<file path="src/rtl/calc_op_sequencer.sv">
// calc_op_sequencer: top-level sequencer for the calculator datapath.
// Collects operand A, operator and operand B, launches the ALU with a delayed
// one-cycle start pulse, captures the result and chains it back as operand A.
// Optional build macro: CALC_SEQ_TIMEOUT_EN adds an ALU completion timeout.
// Without it the block waits in S_EXEC until alu_done, clr or rst.
module calc_op_sequencer #(
    parameter int WIDTH     = 40,
    parameter int START_DLY = 2,
    parameter int TIMEOUT   = 63
) (
    input  logic             clk,
    input  logic             rst,
    input  logic             clr,
    input  logic             num_valid,
    input  logic [WIDTH-1:0] num_in,
    input  logic             op_valid,
    input  logic [1:0]       op_code,
    input  logic             eq_valid,
    input  logic             alu_done,
    input  logic [WIDTH-1:0] alu_res,
    input  logic             alu_err,
    output logic [1:0]       estado,
    output logic [WIDTH-1:0] op_a,
    output logic [WIDTH-1:0] op_b,
    output logic [1:0]       op_sel,
    output logic             alu_start,
    output logic [WIDTH-1:0] result,
    output logic             res_valid,
    output logic             err
);

    typedef enum logic [1:0] {
        S_A    = 2'b00,
        S_OP   = 2'b01,
        S_B    = 2'b10,
        S_EXEC = 2'b11
    } state_t;

    localparam logic [3:0] DLY = 4'(START_DLY);

    // Parameter range guards, evaluated at elaboration only.
    generate
        if (START_DLY < 1 || START_DLY > 7) begin : g_bad_start_dly
            $error("START_DLY must be in 1..7");
        end
        if (TIMEOUT < 1 || TIMEOUT > 255) begin : g_bad_timeout
            $error("TIMEOUT must be in 1..255");
        end
    endgenerate

    state_t     state;
    logic       b_loaded;
    logic [2:0] dly_cnt;
    // waiting: start pulse has been issued, now looking for alu_done
    logic       waiting;
`ifdef CALC_SEQ_TIMEOUT_EN
    localparam logic [8:0] TMO = 9'(TIMEOUT);
    logic [7:0] tmo_cnt;
`endif

    assign estado = state;

    // Main sequencer: key handling with clr > eq > op > num priority, start
    // delay, result capture and (optionally) completion timeout.
    always_ff @(posedge clk or posedge rst) begin
        if (rst) begin
            state     <= S_A;
            op_a      <= '0;
            op_b      <= '0;
            op_sel    <= 2'b00;
            alu_start <= 1'b0;
            result    <= '0;
            res_valid <= 1'b0;
            err       <= 1'b0;
            b_loaded  <= 1'b0;
            dly_cnt   <= 3'd0;
            waiting   <= 1'b0;
`ifdef CALC_SEQ_TIMEOUT_EN
            tmo_cnt   <= 8'd0;
`endif
        end else if (clr) begin
            // Abort: clearing waiting means a late alu_done finds no window.
            state     <= S_A;
            op_a      <= '0;
            op_b      <= '0;
            op_sel    <= 2'b00;
            alu_start <= 1'b0;
            result    <= '0;
            res_valid <= 1'b0;
            err       <= 1'b0;
            b_loaded  <= 1'b0;
            dly_cnt   <= 3'd0;
            waiting   <= 1'b0;
`ifdef CALC_SEQ_TIMEOUT_EN
            tmo_cnt   <= 8'd0;
`endif
        end else begin
            alu_start <= 1'b0;
            res_valid <= 1'b0;
            case (state)
                S_A: begin
                    // A higher-priority eq/op key masks a simultaneous number.
                    if (!eq_valid && !op_valid && num_valid) begin
                        op_a  <= num_in;
                        err   <= 1'b0;
                        state <= S_OP;
                    end
                end
                S_OP: begin
                    if (eq_valid) begin
                        state <= S_OP;
                    end else if (op_valid) begin
                        op_sel <= op_code;
                        state  <= S_B;
                    end else if (num_valid) begin
                        op_a <= num_in;
                    end
                end
                S_B: begin
                    if (eq_valid) begin
                        if (b_loaded) begin
                            state   <= S_EXEC;
                            dly_cnt <= 3'd0;
                            waiting <= 1'b0;
                        end
                    end else if (op_valid) begin
                        op_sel <= op_code;
                    end else if (num_valid) begin
                        op_b     <= num_in;
                        b_loaded <= 1'b1;
                    end
                end
                S_EXEC: begin
                    if (!waiting) begin
                        dly_cnt <= dly_cnt + 3'd1;
                        if (({1'b0, dly_cnt} + 4'd1) == DLY) begin
                            alu_start <= 1'b1;
                            waiting   <= 1'b1;
`ifdef CALC_SEQ_TIMEOUT_EN
                            tmo_cnt   <= 8'd0;
`endif
                        end
                    end else if (!alu_start && alu_done) begin
                        // alu_done during the pulse cycle itself is ignored.
                        res_valid <= 1'b1;
                        b_loaded  <= 1'b0;
                        waiting   <= 1'b0;
                        dly_cnt   <= 3'd0;
                        if (alu_err) begin
                            result <= '0;
                            err    <= 1'b1;
                            state  <= S_A;
                        end else begin
                            result <= alu_res;
                            op_a   <= alu_res;
                            state  <= S_OP;
                        end
                    end
`ifdef CALC_SEQ_TIMEOUT_EN
                    else if (({1'b0, tmo_cnt} + 9'd1) == TMO) begin
                        err     <= 1'b1;
                        waiting <= 1'b0;
                        dly_cnt <= 3'd0;
                        state   <= S_A;
                    end else if (tmo_cnt != 8'hFF) begin
                        tmo_cnt <= tmo_cnt + 8'd1;
                    end
`endif
                end
                default: state <= S_A;
            endcase
        end
    end

endmodule

</file>
<file path="config.mk">
export PLATFORM = sky130hd
export DESIGN_NAME = calc_op_sequencer
export DESIGN_NICKNAME = d
export VERILOG_FILES = /design/src/rtl/calc_op_sequencer.sv
export SDC_FILE = /design/constraint.sdc
export NUM_CORES = 1
export LEC_CHECK = 0
export ABC_CLOCK_PERIOD_IN_PS = 4800
export BUFFER_PORTS_ARGS = -buffer_cell sky130_fd_sc_hd__buf_2
export CAP_MARGIN = 20
export CORE_MARGIN = 2
export CORE_UTILIZATION = 40
export DETAILED_ROUTE_END_ITERATION = 10
export GPL_ROUTABILITY_DRIVEN = 0
export PLACE_DENSITY = 0.65
export SLEW_MARGIN = 20
export SYNTH_ARGS = -nofsm -noshare
export SYNTH_HDL_FRONTEND = slang
export SYNTH_SLANG_ARGS = --single-unit
</file>
<file path="constraint.sdc">
create_clock -name clk -period 4.8 [get_ports clk]
set_clock_uncertainty 0.05 [all_clocks]
set_input_delay 0.48 -clock clk [delete_from_list [all_inputs] [get_ports clk]]
set_output_delay 0.48 -clock clk [all_outputs]
set_load 0.1 [all_outputs]
</file>
# Yosys cells after proc, flatten, opt, wreduce, memory -nomap -nowiden
# Index checks and enable logic that the tools add are counted.
# op_classes
addsub	2
n_reduce_logical	27
muxes	63
n_eq_ne	21
# ops
operator	count
40-bit two-way mux	15
40-bit case mux with 3 select lines	1
3-bit != test, second input constant	13
1-bit two-way mux	25
2-bit two-way mux	12
3-bit two-way mux	5
2-bit nonzero test	7
6-bit AND reduction	2
3-bit AND reduction	3
4-bit != test, second input constant	2
2-bit case mux with 4 select lines	1
4-bit AND reduction	2
8-bit AND reduction	1
1-bit case mux with 2 select lines	3
3-bit case mux with 2 select lines	1
3-bit nonzero test	2
5-bit AND reduction	1
3-bit by 1-bit adder with 4-bit output, second input constant	1
2-bit == test, second input constant	2
4-bit by 2-bit == test with 1-bit output, second input constant	1
2-bit != test, second input constant	2
4-bit nonzero test	1
3-bit by 1-bit adder with 3-bit output, second input constant	1
1-bit logical AND	3
other kinds (4)	6
# totals
regBits	132

# Logic depth before layout (Yosys ltp)
# logic_depth
word_depth	6
depth_mapped	7
mapped_depth_nobuf	6

# Least setup slack after synthesis
# OpenSTA, ideal clock, no wires.
# synth_path
path_kind	flip-flop to flip-flop
start	register state[0] (netlist: estado[0])
end	register op_a[0]
t_required_ns	4.624
stages_incl_launch_ff	8
setup_time_ns	0.126
setup_slack_ns	2.123
arrival_time_ns	2.501
period_less_slack_ns	2.677
cell_sequence	dfrtp_1 inv_1 ha_1 or3_1 o211ai_2 buf_2 nor4_1 a221o_1
# synth_via
elab_chain_len	3
word_cells_on_any_way	14
classes_between	eq/ne: 9; mux: 2; reduce/logical: 3
# synth_rtl
element	line	text
start, declared	51	state_t state;
start signal, assigned	67	state <= S_A;
start signal, assigned	83	state <= S_A;
start signal, assigned	106	state <= S_OP;
2-bit == test, or another cell as far along	100	case (state)
3-bit != test (no source line), or another cell as far along	-	
8-bit AND reduction (no source line) or 40-bit two-way mux (tied branches)	-	
end signal, assigned	104	op_a <= num_in;
end signal, assigned	116	op_a <= num_in;
end signal, assigned	155	op_a <= alu_res;
end, declared	23	output logic [WIDTH-1:0] op_a,
# Several ways; a longest one is shown, not always the timed one.
# A chain may end at the register's enable or synchronous reset.

# Worst setup path in the final report
# layout_path
start	register state[0] (netlist: estado[0])
end	register op_a[8]
# Same word-level chain as after synthesis.

==> implementation parameters <==
Parameter                              Value

Floorplanning
  Total core area ... 14,600 um2
  Width of the die ... 127 um
  I/O Pins ... 217
  Overall die area ... 16,100 um2
  Starting Density ... 0.413
  Die height ... 127 um
  Standard-cell rows ... 44

STA
  Max transition margin ... 0.360
  Final critical-path required period ... 3.18 ns
  Least-Margin Pin Slew ... 0.961 ns
  Setup total negative slack ... 0 ns
  Max-slew violation total from the final report ... 0
  RSZ-0062 raised after global routing ... false
  Final setup viols ... 0
  Maximum frequency from static timing analysis ... 0.314 GHz
  Final hold vios ... 0
  Hold slack final ... 0.0397 ns
  Post-route clock period utilization ... 0.663

Pwr
  LEAKAGE ... 3.97 nW
  Power consumption ... 4.13 mW
  Power density normalized to cell area ... 529 nW/um2
  Max rail drop VDD ... 0.000242 V

Setup path
  Worst setup path class ... flip-flop to flip-flop
  Worst-path fanout max ... 70
  Chain of cells forming the critical path ... ha_4 -> nand2b_1 -> a21oi_4 -> buf_4 -> or3_1 -> o2bb2ai_2
  Setup slack of the worst register-to-register path ... 1.62 ns
  CP Data Arrival Time ... 3.42 ns
  Data required time of the critical path ... 5.04 ns
  Cell with the largest stage delay on the worst path ... ha_4
  Nature of the critical path endpoint ... flip-flop
  Slowest cell delay on critical path ... 0.77 ns
  Startpoint of the lowest-slack register-to-register path ... estado[0]
  Terminus of the critical flop-to-flop path ... op_a[8]
  Startpoint type of the worst setup path ... flip-flop
  Logic depth of the worst register-to-register path ... 6

Clock tree
  Buffer count from post-CTS setup fixing ... 0
  CTS tree ... done
  CTS Sinks ... 132
  Worst-path clk slew ... 0.06 ns
  Inserted Clock Buffers ... 17
  Clock tree root driver cell ... clkbuf_16
  Insertion delay of the later-clocked pin in the worst-skew pair ... 0.41 ns
  Clock H-tree levels ... 4
  Max clock buf depth ... 2
  Post-cts repair resize count ... 0
  Post-cts hold buffer count ... 0

Placement
  Count of input and output buffers ... 216
  Total half-perimeter wirelength after legalization and detailed placement ... 11,200 um
  Instance count after placement with tap cells included ... 848

Yosys
  Synth top area cells ... dfrtp_1 (55%), a22o_1 (12%), mux2i_1 (6.9%)
  Yosys reg bits ... 132
  Async set-reset flop share out of synthesis ... 1.00
  Most instantiated library cell after synthesis ... dfrtp_1
  Number of synthesized flops with an enable pin ... 0
  Most numerous cell types in the synthesized netlist ... dfrtp_1 (132), a22o_1 (81), mux2i_1 (42), nor2b_1 (38)
  Share of the synthesized area in the top cell type ... 0.546
  Cell area after synthesis ... 6050 um2
  Sequential cell area fraction in the yosys report ... 0.546
  Post-synthesis net count ... 586
  Post-synthesis area per instance ... 12.4 um2
  Count of different cell masters after synthesis ... 43
  Number of cells produced by synthesis ... 488
  Warnings, synthesis ... 0
  Cell taking the most area after synthesis ... dfrtp_1
  Primary flip-flop cell chosen by synthesis mapping ... dfrtp_1

Global routing
  Wire length of the first global-routing pass ... 27,600 um
  Maximum number of pins on one net before global-route repair ... 84
  Global router's overall resource usage ... 0.214
  Leftover overflow at the end of global routing ... 0
  Number of global-route vias before repair ... 5,121
  Initial antenna violation count ... 1

Min path
  Hold Path Class ... input port to asynchronous set/reset pin

Cells and area
  Share of the core filled with cells ... 0.533
  Fill count ... 1,326
  Synth-to-Final Area Change ... 29.1%
  Post-route insts no fill ... 880
  Fraction of final layout cells sized beyond drive strength 1 ... 0.386
  FF/Latch Area ... 3300 um2
  Layout net count ... 781
  Multi-input gate area ... 2550 um2

Route
  Violation count after the first detailed-routing iteration ... 306
  Post-detailed-route via-to-cell ratio ... 5.64
  Average routed wire per standard cell ... 19.2 um
  DRC violations left ... 0
  Antenna violation net count after detailed routing ... 0
  Via count ... 4,966
  Detailed Route WL ... 16,900 um
  Number of iterations in the first detailed-routing pass ... 4

Outcome
  Outcome ... finished clean

Job
  Count of maximum capacitance violations ... 0
==> layout by cell type, fill, tap and decap left out, types with 5 or more instances in the layout <==
master	netlist	layout
buf_2	21	216
a22o_1	81	81
o2bb2ai_2	7	7
nor4_1	33	33
a221o_1	33	33
nor2_1	6	6
clkbuf_16	0	17
dfrtp_1	132	132
inv_1	6	5
nand2_1	7	7
nor2b_1	38	38
mux2i_1	42	42
buf_4	1	7
ha_1	8	7
==> layout make-up <==
cell class | instances | share of cell area
Multi-Input combinational cell | 302 | 0.327
Inverter | 6 | 0.00320
Clock buffer | 22 | 0.0581
Antenna cell | 1 | 0.000320
Tap cell | 184 | 0.0295
Timing Repair Buffer | 224 | 0.149
Clock inverter | 9 | 0.0106
Sequential cell | 132 | 0.423
==> worst max-delay path by stage <==
stage	start	end	slack, ns
6_report	estado[0]	op_a[8]	1.62
4_1_cts	estado[0]	op_a[8]	1.63
3_5_place_dp	estado[0]	op_a[8]	1.62
3_3_place_gp	estado[0]	op_a[8]	1.75
2_1_floorplan	rst	alu_start	0.74
5_1_grt	estado[0]	op_a[8]	1.41
==> cell families (layout without fill, tap and decap cells) <==
logic type,after synthesis,after routing,share of synthesized area
compound gates,146,146,0.220
flops,132,132,0.546
other cells,0,1,0
simple gates,106,106,0.106
mux,42,42,0.0695
buf+inv,54,261,0.0422
fa+ha+maj,8,8,0.0165
==> state kept, by name, indices dropped and copies added, names as in the netlist <==
name	count
op_sel	2
err	1
dly_cnt	3
result	40
res_valid	1
alu_start	1
estado	2
b_loaded	1
op_a	40
waiting	1
op_b	40
==> layer usage <==
metal,vias to the layer above,global-route usage,wire [um]
li1,2278,-,-
met1,2506,0.289,7600
met2,162,0.335,8030
met3,20,0.0599,983
met4,0,0.0724,311
met5,-,0,0
==> critical path, delay by kind of cell (launching register included) <==
| kind | cells | cell delay [ns] |
|---|---|---|
| flip-flops | 1 | 0.50 |
| buffers and inverters | 1 | 0.59 |
| AO/OA/AOI/OAI | 2 | 0.30 |
| adder cells (fa/ha/maj) | 1 | 0.77 |
| AND/OR/NAND/NOR | 2 | 0.84 |
==> power by group <==
part           internal [mW]  switching [mW]  total, mW
combinational          0.325            1.28       1.61
sequential              1.23          0.0984       1.33
clock                  0.720           0.475       1.20
==> stage by stage <==
stage	instance area, um2	worst slack, ns
2_1_floorplan	6050	0.744
3_3_place_gp	7240	1.75
3_5_place_dp	7270	1.62
4_1_cts	7810	1.63
5_1_grt	7810	1.41
6_report	7810	1.62
Note: power is estimated with default switching activity, not from simulation.
